### src/rtl/ov7670_dvp_tx.sv
// OV7670-style DVP transmitter: reads a frame buffer and replays it as pclk/href/vsync/data
// in RGB444 (two bytes per pixel) or YUV422 gray, for camera-less loopback of the capture path.
module ov7670_dvp_tx #(
    parameter int c_img_cols     = 80,
    parameter int c_img_rows     = 60,
    parameter int c_nb_line_pxls = 7,
    parameter int c_nb_img_pxls  = 13,
    parameter int c_nb_buf       = 12,
    parameter int c_pclk_div     = 4,
    parameter int c_vsync_pclks  = 8,
    parameter int c_vbp_pclks    = 4,
    parameter int c_hblank_pclks = 16,
    parameter int c_vfp_pclks    = 4
) (
    input  logic                     clk,
    input  logic                     rst,
    input  logic                     enable,
    input  logic                     rgbmode,
    input  logic                     swap_r_b,
    input  logic [c_nb_buf-1:0]      din,
    output logic [c_nb_img_pxls-1:0] addr,
    output logic                     pclk,
    output logic                     href,
    output logic                     vsync,
    output logic [7:0]               data,
    output logic                     frame_done
);
    localparam int c_half   = c_pclk_div / 2;
    localparam int c_div_w  = $clog2(c_pclk_div);
    localparam int c_m1     = (c_vsync_pclks > c_vbp_pclks) ? c_vsync_pclks : c_vbp_pclks;
    localparam int c_m2     = (c_hblank_pclks > c_vfp_pclks) ? c_hblank_pclks : c_vfp_pclks;
    localparam int c_cnt_w  = $clog2(((c_m1 > c_m2) ? c_m1 : c_m2) + 1);
    localparam int c_col_w  = c_nb_line_pxls + 1;
    localparam int c_row_w  = (c_img_rows > 1) ? $clog2(c_img_rows) : 1;

    localparam logic [c_div_w-1:0]        c_div_last  = c_div_w'(c_pclk_div - 1);
    localparam logic [c_div_w-1:0]        c_div_rise  = c_div_w'(c_half - 1);
    localparam logic [c_cnt_w-1:0]        c_vs_last   = c_cnt_w'(c_vsync_pclks - 1);
    localparam logic [c_cnt_w-1:0]        c_vbp_last  = c_cnt_w'(c_vbp_pclks - 1);
    localparam logic [c_cnt_w-1:0]        c_hb_last   = c_cnt_w'(c_hblank_pclks - 1);
    localparam logic [c_cnt_w-1:0]        c_hb_pre    = c_cnt_w'(c_hblank_pclks - 2);
    localparam logic [c_cnt_w-1:0]        c_vfp_last  = c_cnt_w'(c_vfp_pclks - 1);
    localparam logic [c_col_w-1:0]        c_byte_last = c_col_w'(2 * c_img_cols - 1);
    localparam logic [c_nb_line_pxls-1:0] c_pix_last  = c_nb_line_pxls'(c_img_cols - 1);
    localparam logic [c_row_w-1:0]        c_row_last  = c_row_w'(c_img_rows - 1);

    typedef enum logic [2:0] {S_IDLE, S_VSYNC, S_VBP, S_LINE, S_HBLANK, S_VFP} t_state;

    t_state                   r_state;
    logic [c_div_w-1:0]       r_div;
    logic [c_cnt_w-1:0]       r_cnt;
    logic [c_col_w-1:0]       r_col;
    logic [c_row_w-1:0]       r_row;
    logic [c_nb_img_pxls-1:0] r_addr;
    logic                     r_pclk, r_href, r_vsync, r_frame_done;
    logic [7:0]               r_data;
    logic                     r_rgb, r_swap;
    logic [c_nb_buf-1:0]      r_pix;
    logic                     w_tick;

    function automatic logic [7:0] f_byte0(input logic [c_nb_buf-1:0] pix, input logic rgb,
                                           input logic swap);
        if (!rgb) return pix[7:0];
        return {4'h0, swap ? pix[3:0] : pix[11:8]};
    endfunction

    function automatic logic [7:0] f_byte1(input logic [c_nb_buf-1:0] pix, input logic rgb,
                                           input logic swap);
        if (!rgb) return 8'h80;
        return {pix[7:4], swap ? pix[11:8] : pix[3:0]};
    endfunction

    // Tick boundary: the clk edge on which pclk falls and all video outputs advance.
    assign w_tick = (r_div == c_div_last);

    // Memory read data arrives one clk after addr; the pixel is consumed a full tick later.
    always_ff @(posedge clk) begin
        r_pix <= din;
    end

    always_ff @(posedge clk or negedge rst) begin
        if (!rst) begin
            r_state      <= S_IDLE;
            r_div        <= '0;
            r_cnt        <= '0;
            r_col        <= '0;
            r_row        <= '0;
            r_addr       <= '0;
            r_pclk       <= 1'b0;
            r_href       <= 1'b0;
            r_vsync      <= 1'b0;
            r_data       <= 8'h00;
            r_frame_done <= 1'b0;
            r_rgb        <= 1'b0;
            r_swap       <= 1'b0;
        end else begin
            r_frame_done <= 1'b0;
            if (w_tick) begin
                r_div  <= '0;
                r_pclk <= 1'b0;
            end else begin
                r_div <= r_div + 1'b1;
                if (r_div == c_div_rise) r_pclk <= 1'b1;
            end

            if (w_tick) begin
                case (r_state)
                    S_IDLE: begin
                        if (enable) begin
                            r_rgb   <= rgbmode;
                            r_swap  <= swap_r_b;
                            r_vsync <= 1'b1;
                            r_cnt   <= '0;
                            r_state <= S_VSYNC;
                        end
                    end
                    S_VSYNC: begin
                        if (r_cnt == c_vs_last) begin
                            r_vsync <= 1'b0;
                            r_cnt   <= '0;
                            r_state <= S_VBP;
                        end else begin
                            r_cnt <= r_cnt + 1'b1;
                        end
                    end
                    S_VBP: begin
                        if (r_cnt == c_vbp_last) begin
                            r_cnt   <= '0;
                            r_col   <= '0;
                            r_href  <= 1'b1;
                            r_data  <= f_byte0(r_pix, r_rgb, r_swap);
                            r_state <= S_LINE;
                        end else begin
                            r_cnt <= r_cnt + 1'b1;
                        end
                    end
                    S_LINE: begin
                        if (r_col == c_byte_last) begin
                            r_href  <= 1'b0;
                            r_data  <= 8'h00;
                            r_cnt   <= '0;
                            r_state <= S_HBLANK;
                            if (c_hblank_pclks == 1 && r_row != c_row_last) r_addr <= r_addr + 1'b1;
                        end else begin
                            r_col <= r_col + 1'b1;
                            if (!r_col[0]) begin
                                // Byte 1 goes out while the next pixel is fetched.
                                r_data <= f_byte1(r_pix, r_rgb, r_swap);
                                if (r_col[c_col_w-1:1] != c_pix_last) r_addr <= r_addr + 1'b1;
                            end else begin
                                r_data <= f_byte0(r_pix, r_rgb, r_swap);
                            end
                        end
                    end
                    S_HBLANK: begin
                        if (r_cnt == c_hb_last) begin
                            r_cnt <= '0;
                            if (r_row == c_row_last) begin
                                r_row   <= '0;
                                r_addr  <= '0;
                                r_state <= S_VFP;
                            end else begin
                                r_row   <= r_row + 1'b1;
                                r_col   <= '0;
                                r_href  <= 1'b1;
                                r_data  <= f_byte0(r_pix, r_rgb, r_swap);
                                r_state <= S_LINE;
                            end
                        end else begin
                            r_cnt <= r_cnt + 1'b1;
                            if (c_hblank_pclks > 1 && r_cnt == c_hb_pre && r_row != c_row_last)
                                r_addr <= r_addr + 1'b1;
                        end
                    end
                    S_VFP: begin
                        if (r_cnt == c_vfp_last) begin
                            r_cnt        <= '0;
                            r_frame_done <= 1'b1;
                            if (enable) begin
                                r_rgb   <= rgbmode;
                                r_swap  <= swap_r_b;
                                r_vsync <= 1'b1;
                                r_state <= S_VSYNC;
                            end else begin
                                r_state <= S_IDLE;
                            end
                        end else begin
                            r_cnt <= r_cnt + 1'b1;
                        end
                    end
                    default: r_state <= S_IDLE;
                endcase
            end
        end
    end

    assign addr       = r_addr;
    assign pclk       = r_pclk;
    assign href       = r_href;
    assign vsync      = r_vsync;
    assign data       = r_data;
    assign frame_done = r_frame_done;
endmodule

### config.mk
export PLATFORM = sky130hd
export DESIGN_NAME = ov7670_dvp_tx
export DESIGN_NICKNAME = d
export VERILOG_FILES = /design/src/rtl/ov7670_dvp_tx.sv
export SDC_FILE = /design/constraint.sdc
export NUM_CORES = 1
export LEC_CHECK = 0
export ABC_AREA = 1
export BUFFER_PORTS_ARGS = -buffer_cell sky130_fd_sc_hd__buf_2
export CORE_MARGIN = 2
export CORE_UTILIZATION = 55
export CTS_CLUSTER_DIAMETER = 30
export CTS_CLUSTER_SIZE = 20
export DETAILED_ROUTE_END_ITERATION = 16
export MAX_ROUTING_LAYER = met4
export PLACE_DENSITY = 0.79
export REMOVE_ABC_BUFFERS = 1
export SLEW_MARGIN = 20
export SYNTH_ARGS = -nofsm -noshare
export SYNTH_HDL_FRONTEND = slang
export SYNTH_SLANG_ARGS = --single-unit
### constraint.sdc
create_clock -name clk -period 2.1 [get_ports clk]
set_input_delay 0.315 -clock clk [delete_from_list [all_inputs] [get_ports clk]]
set_output_delay 0.315 -clock clk [all_outputs]
set_load 0.01 [all_outputs]
After elaboration in Yosys (flattened, before gate mapping)
Cells that the tools add are included.
W data, S select, Z words.
- flip-flop bits (word level): 63
- bits of input ports: 17
- output and inout port bits: 25
- $add $sub $neg: 5
- eq/ne operators: 27
- muxes and demuxes: 79
- reductions and logical operators: 18
- operators with widths (kind ; number):
    $mux W8 ; 15
    $mux W13 ; 6
    $pmux W8 S3 ; 2
    $mux W1 ; 33
    $pmux W13 S2 ; 1
    $mux W5 ; 5
    $pmux W5 S5 ; 1
    $mux W3 ; 7
    $ne A2 B2 Y1 const B ; 10
    $pmux W3 S6 ; 1
    $reduce_and A7 Y1 ; 2
    $add A13 B1 Y13 const B ; 1
    $reduce_and A6 Y1 ; 2
    $eq A5 B4 Y1 const B ; 2
    $add A8 B1 Y8 const B ; 1
    $eq A8 B8 Y1 const B ; 1
    $mux W4 ; 2
    $reduce_and A4 Y1 ; 2
    $ne A7 B7 Y1 const B ; 1
    $add A6 B1 Y6 const B ; 1
    $eq A3 B2 Y1 const B ; 2
    $eq A3 B3 Y1 const B ; 2
    $eq A6 B6 Y1 const B ; 1
    $mux W6 ; 1
    other kinds (20) ; 27

Longest topological paths before layout
- depth in word-level cells: 9
- mapped depth: 12
- depth with buffers taken out: 11

Least setup slack after synthesis
OpenSTA, ideal clock, no wires.
- path kind: register to register
- from: register r_row[0]
- to: register r_addr[3] (netlist: addr[3])
- arrival: 1.459 ns
- slack: 0.518 ns
- cell stages (with the launch flop): 10
- buffers on the path: 1
- clock period less this slack: 1.582 ns
- cell sequence: dfrtp_1 ha_1 nand3_1 nor2_4 nand2_1 nand3_1 nand2_4 buf_6 o21ai_0 nand2_1
- cells in the longest elaborated chain, start to end: 4
- RTL lines (item ; RTL line ; source):
    start: declaration ; 53 ; logic [c_row_w-1:0] r_row;
    start signal: assignment ; 163 ; r_row <= r_row + 1'b1;
    $ne A6 B6 Y1 ; 171 ; if (c_hblank_pclks > 1 && r_cnt == c_hb_pre && r_row != c_row_last)
    $logic_and A1 B1 Y1 ; 171 ;
    $ne A3 B3 Y1 (no line) ; -- ;
    $reduce_and A7 Y1 (no line) * ; -- ;
    end signal: assignment ; 143 ; if (c_hblank_pclks == 1 && r_row != c_row_last) r_addr <= r_addr + 1'b1;
    end signal: assignment ; 149 ; if (r_col[c_col_w-1:1] != c_pix_last) r_addr <= r_addr + 1'b1;
    end signal: assignment ; 172 ; r_addr <= r_addr + 1'b1;
    end: declaration ; 54 ; logic [c_nb_img_pxls-1:0] r_addr;
Every way passes the cells marked *; elsewhere a longest branch is shown, timed or not.
A chain may end at the register's enable or synchronous reset.

Worst setup path in the final report
- from: register r_state[2]
- to: register r_addr[4] (netlist: addr[4])
- cells in the longest elaborated chain, start to end: 3
- RTL lines (item ; RTL line ; source):
    start: declaration ; 49 ; t_state r_state;
    start signal: assignment ; 83 ; r_state <= S_IDLE;
    start signal: assignment ; 114 ; r_state <= S_VSYNC;
    start signal: assignment ; 121 ; r_state <= S_VBP;
    $eq A3 B3 Y1 / $eq A3 B2 Y1 (equally long branches) ; 107 ; case (r_state)
    $ne A3 B3 Y1 (no line), or another cell as far along ; -- ;
    $reduce_and A7 Y1 (no line) ; -- ;
Parallel ways exist; a longest one is shown, timed or not.

==> summary.md <==
| Metric | Value |
|---|---|
| Post-DP Area | `0.00408 mm²` |
| CTS tree | `built` |
| Tmin final | `1.98 ns` |
| Row cnt | `30` |
| Global-route wire length before repair | `15200 µm` |
| Commonest non-fill, non-tap cell in the layout | `nand2_1` |
| Avg Cell Area, Syn | `7.28 µm²` |
| Worst slew pin tran | `0.757 ns` |
| DIE AREA | `0.00757 mm²` |
| GPL Wtd Cong | `0.880` |
| Post-detail-place hpwl | `6270 µm` |
| Crit path DAT | `2.27 ns` |
| Yosys top cell area share | `33.7%` |
| DR DRC count | `0` |
| Post-synthesis cell type count | `43` |
| CTS sink count | `63` |
| CTS Root Cell | `clkbuf_8` |
| Number of nets with antenna violations after routing | `0` |
| Number of global-route vias before repair | `3383` |
| Nets | `597` |
| Clock-pin slew on the worst setup and hold paths | `0.08 ns` |
| Mapped cell area | `0.00379 mm²` |
| CTS Buffer Depth | `2` |
| Outcome | `finished, final reports clean` |
| Htree depth | `3` |
| # hold bufs at CTS | `0` |
| Largest net degree at the start of global routing | `35` |
| Largest area contributor in the netlist | `dfrtp_1` |
| Area growth, synth to finish | `13.3%` |
| Initial antenna violation count | `0` |
| Crit Path Max Fanout | `15` |
| Number of setup buffers added after CTS | `0` |
| TNS Setup | `0 ns` |
| Via density | `5.51` |
| Worst slew margin | `49.5%` |
| Max VDD drop | `0.711 mV` |
| Placed Cells | `640` |
| Yosys Warn Count | `0` |
| TritonRoute pass-1 iters | `5` |
| Final Hold Vio Count | `0` |
| Top-level I/O count | `42` |
| Num CTS Buffers | `9` |
| MaxCap Viol Count | `0` |
| Leakage | `2.19 nW` |
| Pwr dens | `942 mW/mm²` |
| WL final | `8770 µm` |
| Crit end category | `flop` |
| Critical Path RT | `2.39 ns` |
| Chip width | `87.0 µm` |
| RSZ-0062 raised after global routing | `false` |
| Overflow left after global routing | `0` |
| Setup Skew | `0.00883 ns` |
| GRT Util Overall | `25.9%` |
| Final core occ | `63.9%` |
| Largest cells by area after synthesis | `dfrtp_1, nand2_1, dfxtp_1` |
| DR iter-0 viols | `213` |
| Tcrit/Tclk final | `94.3%` |
| Commonest cells after routing, fill and taps aside | `nand2_1, inv_1, dfrtp_1` |
| Port bufs | `41` |
| Post-Syn Instances | `520` |
| Hold/Removal Path Class | `in2async` |
| Worst-skew pair later-pin latency | `0.36 ns` |
| Post-synth top flop | `dfrtp_1` |
| Final instance area | `0.00429 mm²` |
| Final-report max-slew violation count | `0` |
| Number of synthesized flops with an enable pin | `0` |
| Ys async rst share | `81.0%` |
| Worst Path Class, Setup | `reg2reg` |
| Setup Viol. Count Final | `0` |
| Post-Layout Cell Count | `657` |
| Initial Util | `56.4%` |
| Max Fclk | `505 MHz` |
| DR WL/cell | `13.3 µm` |
| Critical Path Source Type | `flop` |
| Pwr Total | `0.00404 W` |
| Vias | `3618` |
| Layout cells sized above 1 | `17.3%` |
| Seq/Total Area, Yosys | `40.0%` |
| Die Y-Extent | `87.0 µm` |
| Antenna Cells | `0` |
| #FFs+latches synth | `63` |
| Core area | `0.00672 mm²` |
kinds of logic after synthesis:
family	synth area share, %
AOI/OAI and AO/OA	11.6
xor gates and xnor gates	2.08
adders and majority gates	2.91
buffers and inverters	7.83
DFF	40.0
and+or+nand+nor	35.5
path summary, 6_finish.rpt:
path	startpoint	endpoint	slack, ns	cells after the start
worst max-delay path	r_state[2]	addr[4]	0.12	8
worst min-delay path	rst	vsync	0.03	1
worst max register to register	r_state[2]	addr[4]	0.12	8
worst min register to register	r_div[0]	r_div[0]	0.46	1
max in group asynchronous	rst	r_cnt[4]	1.44	2
min in group clk	din[9]	r_pix[9]	0.05	1
final cells by class:
class,count,area (µm²)
well taps,80,100
inverters,59,225
clock inverters,7,81.3
repair buffers,49,265
fillers,580,2430
flip-flops and latches,63,1520
clock buffers,9,124
multi-input cells,390,1980
stage by stage:
step / hold slack (ns) / setup slack [ns]
after floorplan: 0.0194 / 0.412
after global placement: 0.418 / 0.271
after detailed placement: 0.419 / 0.163
after CTS: 0.0424 / 0.152
after global routing: 0.0342 / 0.0254
final: 0.0296 / 0.120
repair_timing:
item / CTS / global route
setup endpoints to repair: 0 / 4
gates resized for setup: 0 / 0
hold endpoints to repair: 0 / 0
synth_stat cells, types with 2 or more instances:
cell,instances
a21oi_1,9
a22oi_1,2
buf_2,3
buf_6,4
dfrtp_1,51
dfxtp_1,12
ha_1,8
inv_1,51
inv_2,5
nand2_1,173
nand2_2,2
nand2_4,4
nand3_1,48
nand3_2,4
nand3b_1,3
nand4_1,8
nor2_1,37
nor2_2,4
nor2_4,4
o211ai_1,5
o21ai_0,46
o21bai_1,5
o31ai_1,3
or2_2,3
xnor2_1,3
xor2_1,6
registers in the layout (all words and copies together), names as in the netlist:
| name | count |
|---|---|
| addr | 13 |
| data | 8 |
| frame_done | 1 |
| href | 1 |
| pclk | 1 |
| r_cnt | 5 |
| r_col | 8 |
| r_div | 2 |
| r_pix | 12 |
| r_rgb | 1 |
| r_row | 6 |
| r_state | 3 |
| r_swap | 1 |
| vsync | 1 |
worst max-delay path, cell delays in order (launching register included):
cell and delay, ns:
dfrtp_1 0.58, inv_2 0.15, nand3_2 0.20, nor2_1 0.08
nand2_1 0.08, nand3_2 0.28, nor2_2 0.37, nand2_1 0.09
nand2_1 0.08
where the power goes:
part | switching, W | internal [W]
combinational | 0.000874 | 0.000481
sequential | 0.000194 | 0.00140
clock | 0.000538 | 0.000562
per-layer routing:
layer  share of wire [%]  GRT usage (%)
met5                   0              -
met4                 2.1           8.38
met3                 4.6           6.35
met2                  49           42.1
met1                  44           31.6
Note: power is estimated with default switching activity, not from simulation.
